### src/rtl/ahb_pkg.sv
// Shared AHB definitions: transfer/burst encodings and burst length.
// Used by the arbiter, slave and decoder.
package ahb_pkg;

  localparam logic [1:0] HTRANS_IDLE   = 2'b00;
  localparam logic [1:0] HTRANS_BUSY   = 2'b01;
  localparam logic [1:0] HTRANS_NONSEQ = 2'b10;
  localparam logic [1:0] HTRANS_SEQ    = 2'b11;

  localparam logic [2:0] HBURST_SINGLE = 3'b000;
  localparam logic [2:0] HBURST_INCR   = 3'b001;
  localparam logic [2:0] HBURST_WRAP4  = 3'b010;
  localparam logic [2:0] HBURST_INCR4  = 3'b011;
  localparam logic [2:0] HBURST_WRAP8  = 3'b100;
  localparam logic [2:0] HBURST_INCR8  = 3'b101;
  localparam logic [2:0] HBURST_WRAP16 = 3'b110;
  localparam logic [2:0] HBURST_INCR16 = 3'b111;

  // Undefined-length INCR counts as 1: it never freezes the grant.
  function automatic logic [4:0] burst_len(input logic [2:0] hburst);
    logic [4:0] len;
    case (hburst)
      HBURST_WRAP4, HBURST_INCR4:   len = 5'd4;
      HBURST_WRAP8, HBURST_INCR8:   len = 5'd8;
      HBURST_WRAP16, HBURST_INCR16: len = 5'd16;
      default:                      len = 5'd1;
    endcase
    return len;
  endfunction

endpackage

### src/rtl/ahb_rr_pick.sv
// Round-robin search: first requester after last, wrapping.
// Ports: req, last in; idx, valid out.
module ahb_rr_pick
  import ahb_pkg::*;
#(
  parameter int N = 4
) (
  input  logic [N-1:0] req,
  input  logic [1:0]   last,
  output logic [1:0]   idx,
  output logic         valid
);

  logic [3:0] req4;
  logic [1:0] cand;

  assign req4 = 4'(req);

  // Wrapping to last itself lets a lone owner keep the bus.
  always_comb begin
    idx   = '0;
    valid = 1'b0;
    cand  = '0;
    for (int i = 1; i <= N; i++) begin
      cand = 2'((int'(last) + i) % N);
      if (!valid && req4[cand]) begin
        valid = 1'b1;
        idx   = cand;
      end
    end
  end

endmodule

### src/rtl/ahb_arbiter.sv
// Round-robin AHB arbiter with burst/lock hold and default parking.
// Ports: hclk, hresetn, hbusreq, hlock, htrans, hburst, hready -> hgrant, hmaster, hmastlock.
module ahb_arbiter
  import ahb_pkg::*;
#(
  parameter int NUM_MASTERS    = 4,
  parameter int DEFAULT_MASTER = 0
) (
  input  logic                   hclk,
  input  logic                   hresetn,
  input  logic [NUM_MASTERS-1:0] hbusreq,
  input  logic [NUM_MASTERS-1:0] hlock,
  input  logic [1:0]             htrans,
  input  logic [2:0]             hburst,
  input  logic                   hready,
  output logic [NUM_MASTERS-1:0] hgrant,
  output logic [1:0]             hmaster,
  output logic                   hmastlock
);

  localparam logic [1:0] ST_ARB    = 2'd0;
  localparam logic [1:0] ST_BURST  = 2'd1;
  localparam logic [1:0] ST_LOCKED = 2'd2;

  localparam logic [1:0] DEF_IDX = 2'(DEFAULT_MASTER);
  localparam logic [NUM_MASTERS-1:0] DEF_GNT =
    NUM_MASTERS'(1) << DEFAULT_MASTER;

  logic [1:0]             state, st_nxt;
  logic [3:0]             rem, rem_nxt;
  logic [1:0]             gidx, pick_idx;
  logic                   pick_vld;
  logic [3:0]             lock4, req4;
  logic                   lock_now;
  logic [NUM_MASTERS-1:0] gnt_nxt;

  assign lock4    = 4'(hlock);
  assign req4     = 4'(hbusreq);
  assign lock_now = lock4[gidx] & req4[gidx];

  always_comb begin
    gidx = '0;
    for (int i = 0; i < NUM_MASTERS; i++) begin
      if (hgrant[i]) gidx = 2'(i);
    end
  end

  ahb_rr_pick #(.N(NUM_MASTERS)) u_pick (
    .req   (hbusreq),
    .last  (gidx),
    .idx   (pick_idx),
    .valid (pick_vld)
  );

  always_comb begin
    rem_nxt = rem;
    if (hready) begin
      case (htrans)
        HTRANS_NONSEQ: rem_nxt = 4'(burst_len(hburst) - 5'd1);
        HTRANS_SEQ:    rem_nxt = (rem == 4'd0) ? 4'd0 : rem - 4'd1;
        HTRANS_IDLE:   rem_nxt = 4'd0;
        default:       rem_nxt = rem;
      endcase
    end
  end

  // Lock is judged on live inputs so a dropped lock re-arbitrates at once.
  always_comb begin
    st_nxt = state;
    if (hready) begin
      if (lock_now)
        st_nxt = ST_LOCKED;
      else if (rem_nxt >= 4'd2)
        st_nxt = ST_BURST;
      else
        st_nxt = ST_ARB;
    end
  end

  always_comb begin
    gnt_nxt = hgrant;
    if (hready && st_nxt == ST_ARB) begin
      gnt_nxt = pick_vld ? (NUM_MASTERS'(1) << pick_idx) : DEF_GNT;
    end
  end

  always_ff @(posedge hclk or negedge hresetn) begin
    if (!hresetn) begin
      state     <= ST_ARB;
      rem       <= '0;
      hgrant    <= DEF_GNT;
      hmaster   <= DEF_IDX;
      hmastlock <= 1'b0;
    end else begin
      state  <= st_nxt;
      rem    <= rem_nxt;
      hgrant <= gnt_nxt;
      if (hready) begin
        hmaster   <= gidx;
        hmastlock <= lock4[gidx];
      end
    end
  end

endmodule

### config.mk
export PLATFORM = sky130hd
export DESIGN_NAME = ahb_arbiter
export DESIGN_NICKNAME = d
export VERILOG_FILES = /design/src/rtl/ahb_pkg.sv /design/src/rtl/ahb_rr_pick.sv /design/src/rtl/ahb_arbiter.sv
export SDC_FILE = /design/constraint.sdc
export NUM_CORES = 1
export LEC_CHECK = 0
export ABC_CLOCK_PERIOD_IN_PS = 3900
export BUFFER_PORTS_ARGS = -buffer_cell sky130_fd_sc_hd__buf_2
export CAP_MARGIN = 20
export CORE_MARGIN = 2
export CORE_UTILIZATION = 55
export DETAILED_ROUTE_END_ITERATION = 10
export PLACE_DENSITY = 0.81
export SETUP_SLACK_MARGIN = 0.02
export SKIP_CTS_REPAIR_TIMING = 1
export SYNTH_ARGS = -nofsm -noshare
export SYNTH_HDL_FRONTEND = slang
export SYNTH_SLANG_ARGS = --single-unit
export TNS_END_PERCENT = 5
### constraint.sdc
create_clock -name hclk -period 3.9 [get_ports hclk]
set_clock_uncertainty 0.15 [all_clocks]
set_input_delay 0.78 -clock hclk [delete_from_list [all_inputs] [get_ports hclk]]
set_output_delay 0.78 -clock hclk [all_outputs]
set_load 0.005 [all_outputs]
# --- After elaboration in Yosys (flattened, before gate mapping) ---
# Cells that the tools add are included.
op_classes:
  n_addsub: 6
  magnitude_cmp: 6
  eq_ne: 8
  reduce_logical: 13
  n_shift: 1
  muxes: 33
  n_bitwise: 1
ops:
  columns: ["cell", "n"]
  rows:
  - ["4-bit case mux with 3 select lines", 2]
  - ["4-bit two-way mux", 5]
  - ["2-bit two-way mux", 8]
  - ["2-bit by 3-bit less-than comparator with 1-bit output, second input constant", 5]
  - ["1-bit binary-select mux with 2-bit select", 6]
  - ["3-bit equality test, second input constant", 4]
  - ["1-bit two-way mux", 12]
  - ["4-bit by 1-bit subtractor with 4-bit output, second input constant", 2]
  - ["3-bit by 2-bit equality test with 1-bit output, second input constant", 2]
  - ["2-bit OR reduction", 3]
  - ["2-bit by 1-bit adder with 2-bit output, second input constant", 2]
  - ["2-bit adder, second input constant", 2]
  - ["2-bit equality test, second input constant", 2]
  - ["4-bit by 2-bit greater-or-equal comparator with 1-bit output, second input constant", 1]
  - ["1-bit logical AND", 4]
  - ["2-bit logical NOT", 2]
  - ["4-bit logical NOT", 1]
  - ["1-bit by 2-bit left shift with 4-bit output, first input constant", 1]
  - ["1-bit logical NOT", 3]
  - ["1-bit bitwise AND", 1]
totals:
  out_inout_bits: 7
  in_bits: 16
  elab_cells: 73
  register_bits: 13

# --- Logic depth before layout (Yosys ltp) ---
depth:
  word_depth: 18
  ltp_mapped: 8
  mapped_depth_nobuf: 8

# --- Cells and area by module ---
# Synthesis repeated with hierarchy kept, for this count alone.
hier_totals:
  hier_cells: 84
  area_unflattened_um2: 808.3
by_module_without_submodules:
  columns: ["mod", "area_per_inst_um2", "cells_per_inst", "seq_area_each_um2", "instances"]
  rows:
  - ["ahb_arbiter", 716.9, 70, 276.5, 1]
  - ["ahb_rr_pick", 91.3, 14, 0.0, 1]

# --- Least setup slack after synthesis ---
# No wires, ideal clock.
synth_timing:
  path_kind: "input port to flip-flop"
  startpoint: "input port htrans[1]"
  endpoint: "register hgrant[3]"
  setup_ns: 0.067
  t_required_ns: 3.683
  t_arrival_ns: 2.166
  n_path_buf: 0
  cell_stages: 6
  slack_ns: 1.516
  path_cell_list: "nand2b_1 and2_4 o22a_1 or4_4 a21oi_4 a32o_1"
synth_via:
  elab_chain_cells: 9
  word_cells_on_any_way: 11
  classes_between: "order compare (1); eq/ne (2); mux (5); reduce/logical (3)"
synth_lines:
  columns: ["element", "line_no", "source"]
  rows:
  - ["start: declaration", "ahb_arbiter.sv:13", "input logic [1:0] htrans,"]
  - ["2-bit equality test / 2-bit logical NOT (equally long branches)", "ahb_arbiter.sv:58", "case (htrans)"]
  - ["4-bit case mux with 3 select lines (*)", "ahb_arbiter.sv:58", null]
  - ["4-bit two-way mux (*)", "ahb_arbiter.sv:57", "if (hready) begin"]
  - ["net rem_nxt[1]", "ahb_arbiter.sv:30", "logic [3:0] rem, rem_nxt;"]
  - ["4-bit by 2-bit greater-or-equal comparator with 1-bit output (*)", "ahb_arbiter.sv:73", "else if (rem_nxt >= 4'd2)"]
  - ["1-bit two-way mux (*)", "ahb_arbiter.sv:73", null]
  - ["2-bit two-way mux (*)", "ahb_arbiter.sv:71", "if (lock_now)"]
  - ["2-bit two-way mux (*)", "ahb_arbiter.sv:70", "if (hready) begin"]
  - ["2-bit logical NOT (*)", "ahb_arbiter.sv:82", "if (hready && st_nxt == ST_ARB) begin"]
  - ["1-bit logical AND (*)", "ahb_arbiter.sv:82", null]
  - ["end signal: assignment", "ahb_arbiter.sv:97", "hgrant <= gnt_nxt;"]
  - ["end: declaration", "ahb_arbiter.sv:16", "output logic [NUM_MASTERS-1:0] hgrant,"]
# The timed path passes the listed nets; every way through them passes the cells marked *.
# A chain may end at the register's enable or synchronous reset.

# --- Worst setup path in the final report ---
layout_timing:
  startpoint: "register hgrant[3]"
  endpoint: "register hgrant[0]"
layout_via:
  elab_chain_cells: 16
  word_cells_on_any_way: 38
  classes_between: "add/sub (4); shift (1); mux (24); bitwise (1); reduce/logical (8)"
layout_lines:
  columns: ["element", "line_no", "source"]
  rows:
  - ["2-bit two-way mux (*)", "ahb_arbiter.sv:44", "if (hgrant[i]) gidx = 2'(i);"]
  - ["2-bit by 1-bit adder with 2-bit output", "ahb_rr_pick.sv:25", "cand = 2'((int'(last) + i) % N);"]
  - ["1-bit binary-select mux with 2-bit select", "ahb_rr_pick.sv:26", "if (!valid && req4[cand]) begin"]
  - ["1-bit two-way mux (implied by the code)", "ahb_rr_pick.sv:26", null]
  - ["1-bit two-way mux", "ahb_rr_pick.sv:26", null]
  - ["1-bit logical NOT", "ahb_rr_pick.sv:26", null]
  - ["1-bit logical AND", "ahb_rr_pick.sv:26", null]
  - ["1-bit two-way mux", "ahb_rr_pick.sv:26", null]
  - ["1-bit logical NOT", "ahb_rr_pick.sv:26", null]
  - ["1-bit logical AND", "ahb_rr_pick.sv:26", null]
  - ["1-bit two-way mux", "ahb_rr_pick.sv:26", null]
  - ["1-bit logical NOT", "ahb_rr_pick.sv:26", null]
  - ["1-bit logical AND", "ahb_rr_pick.sv:26", null]
  - ["2-bit two-way mux", "ahb_rr_pick.sv:26", null]
  - ["1-bit by 2-bit left shift with 4-bit output", "ahb_arbiter.sv:83", "gnt_nxt = pick_vld ? (NUM_MASTERS'(1) << pick_idx) : DEF_GNT;"]
  - ["4-bit two-way mux", "ahb_arbiter.sv:83", null]
# Every way passes the cells marked *; elsewhere a longest branch is shown, timed or not. The select of a mux whose other input is x is not followed.

==> key figures <==
Global route
  – First-pass GRT wire length: between 3000 and 4000 µm
  – Initial antenna violation count: 0
  – GRT Overall Usage: 0.235
  – Largest net degree at the start of global routing: 21
  – Grt ovf: 0
  – Vias in the first global route: just over 800
  – Busiest layer in global routing: met2
  – Met2 usage: 0.414
  – Grt met3 use: 0.0120
  – Grt met1 use: 0.316

Synth
  – Post-synth EDFFs: 0
  – Sequential share of the synthesized area: 0.301
  – Post-Syn Area: ~920 µm²
  – Post-Synthesis Cells: between 100 and 150
  – Synth Flop Type: dfrtp_1
  – Leading area contributor after synthesis: dfrtp_1
  – Register bit total from synthesis: 11
  – Area share of the largest cell type after synthesis: 0.272
  – Mean Syn Cell Area: between 8 and 9 µm²
  – Yosys cell types: 41
  – Syn Nets: approximately 130
  – Top cells by area, synth: dfrtp_1 (27%), nand2_1 (4.9%), nor2_1 (4.9%)
  – Yosys warns: 0
  – Async set-reset flop share out of synthesis: 1.00

Cells and area
  – Nets: 150
  – Fillers: 140
  – Ant diodes: 0
  – Synthesis-to-finish area growth: 13.6%
  – Sequential cell area: approximately 280 µm²
  – Non-Filler Instances: roughly 150
  – Share of post-route cells with drive strength above 1: 0.252
  – Area of the multi-input gates: slightly below 600 µm²
  – Fin area: roughly 0.0010 mm²

Clocking
  – H-tree depth: 1
  – CTS clk-pin slew, worst paths: 70 ps
  – Worst-Skew Late Latency: 250 ps
  – Clock Tree Root: clkbuf_4
  – Clk sinks: 11
  – CTS Buf Count: 3
  – CTS tree: built
  – Clk buf depth: 2

Setup path
  – Crit path max-delay family: compound AO/OA/AOI/OAI gates
  – Worst Setup SP: hgrant[3]
  – Critical Path RT: about 4000 ps
  – CP peak stage delay: slightly above 600 ps
  – CP endpoint kind: flop
  – CP max FO: 20
  – Count of buffer and inverter cells on the critical path: 0
  – CP Class: reg -> reg
  – Crit path launch type: flop
  – Crit path arrival time: 2430 ps
  – Crit path max-delay cell type: dfrtp_1
  – CP Cell Sequence: or2_4, a211oi_2, o221ai_1, a32o_1, a211o_1, a22oi_1
  – Reg2reg start: hgrant[3]

Detailed routing
  – Router iterations before antenna repair: 4
  – Total vias in the final route: 909
  – Initial DRC count: 29
  – Routed WL per cell: ~14 µm
  – DRC: 0
  – Via-per-instance ratio: between 6 and 7
  – Detail Route Antenna Nets: 0
  – Post-Route WL: between 2000 and 2500 µm

Timing
  – Final setup violation count: 0
  – Unrepaired setup endpoints after global routing: no
  – Crit path time final: between 2000 and 2500 ps
  – Setup tns final: 0 ps
  – Final period util: 0.617
  – Achievable Freq: roughly 0.42 GHz
  – Hold Vio Cnt, Final: 0
  – Slew headroom: 0.588
  – Least-Margin Pin Slew: between 600 and 700 ps
  – Final Max Slew Viols: 0
  – Hold slack: about 230 ps

Floorplan
  – Initial cell density of the core: 0.597
  – I/O pin cnt: 23
  – Area of the die: between 0.002 and 0.0025 mm²
  – Die X: 44.9 µm
  – CORE AREA: ~0.0015 mm²
  – Die Height: 44.9 µm
  – Row Count: 14

Pwr
  – PD cells: ~700 mW/mm²
  – Peak VDD IR: 0.500 mV
  – Pleak: between 0.4 and 0.5 nW

Placement
  – DP HPWL: between 1500 and 2000 µm
  – Port Buf Inserts: 21
  – Dpl cells: 143
  – Routability congestion estimate: 0.848
  – Area after DPL: 0.00102 mm²

Flow run
  – Max cap viols: 0

Worst hold path
  – Hold WC Path Type: in -> async

Run status
  – Outcome: completed
==> logic make-up after synthesis <==
kind of cell               after synthesis  synth area share
muxes                                    4            0.0449
and+or+nand+nor                         43             0.237
buffers and inverters                   14            0.0653
AOI/OAI and AO/OA                       37             0.325
adders and majority gates                2            0.0272
DFF                                     11             0.301
==> cell usage after synthesis (all sizes together), types with 2 or more instances <==
master	number
nand2	12
nor2	12
dfrtp	10
inv	9
a21oi	7
buf	5
nor3	5
a32o	4
nand2b	4
a21o	3
mux2i	3
nor2b	3
o21ai	3
o221ai	3
ha	2
nor3b	2
o211ai	2
o21a	2
o22a	2
==> report_power, final <==
group          switching, mW  total (mW)  internal [mW]
clock network         0.0346      0.0740         0.0394
registers             0.0809       0.240          0.159
logic                  0.215       0.416          0.201
total                  0.331       0.730          0.399
==> stage by stage <==
step | worst slack (ps) | power, mW | util
CTS | 1520 | 0.729 | 0.678
finish | 1490 | 0.730 | 0.678
detailed placement | 1260 | 0.651 | 0.661
floorplan | 1520 | 0.549 | -
global route | 1370 | 0.793 | 0.678
global placement | 1290 | 0.631 | 0.661
==> cell type report <==
type / instances / area share
Inverter: 9 / 0.0323
Sequential cell: 11 / 0.265
Timing Repair Buffer: 21 / 0.101
Multi-Input combinational cell: 86 / 0.558
Clock buffer: 4 / 0.0251
Tap cell: 16 / 0.0192
==> worst paths after layout <==
check	end	slack, ps	cells past startpoint
worst min-delay path	hmaster[0]	230	1
worst max-delay path	hgrant[0]	1490	6
worst min register to register	hmastlock	350	1
worst max register to register	hgrant[0]	1490	6
max in group asynchronous	hgrant[0]	3110	1
min in group hclk	hmastlock	350	1
==> per-layer routing <==
layer / vias up / wire length (µm)
met5: - / 0
met4: 0 / 8
met3: 2 / 86
met2: 28 / 1080
met1: 431 / 953
li1: 448 / -
==> layout by cell type, fill, tap and decap left out, types with 2 or more instances in the layout <==
master     n
o211ai_1   2
mux2i_1    3
nand2b_1   4
a32o_1     4
o221ai_1   3
nor3b_1    2
a21o_1     3
o21ai_0    3
nor2_1    12
dfrtp_1   10
clkbuf_4   3
nand2_1   12
ha_1       2
buf_2     21
o21a_1     2
inv_1      9
nor3_1     5
a21oi_1    6
nor2b_1    3
==> state kept, by name (all words and copies together), names as in the netlist <==
name / flops
hmastlock: 1
hgrant: 4
hmaster: 2
rem: 4
No activity file was read; power rests on OpenSTA's default activity.
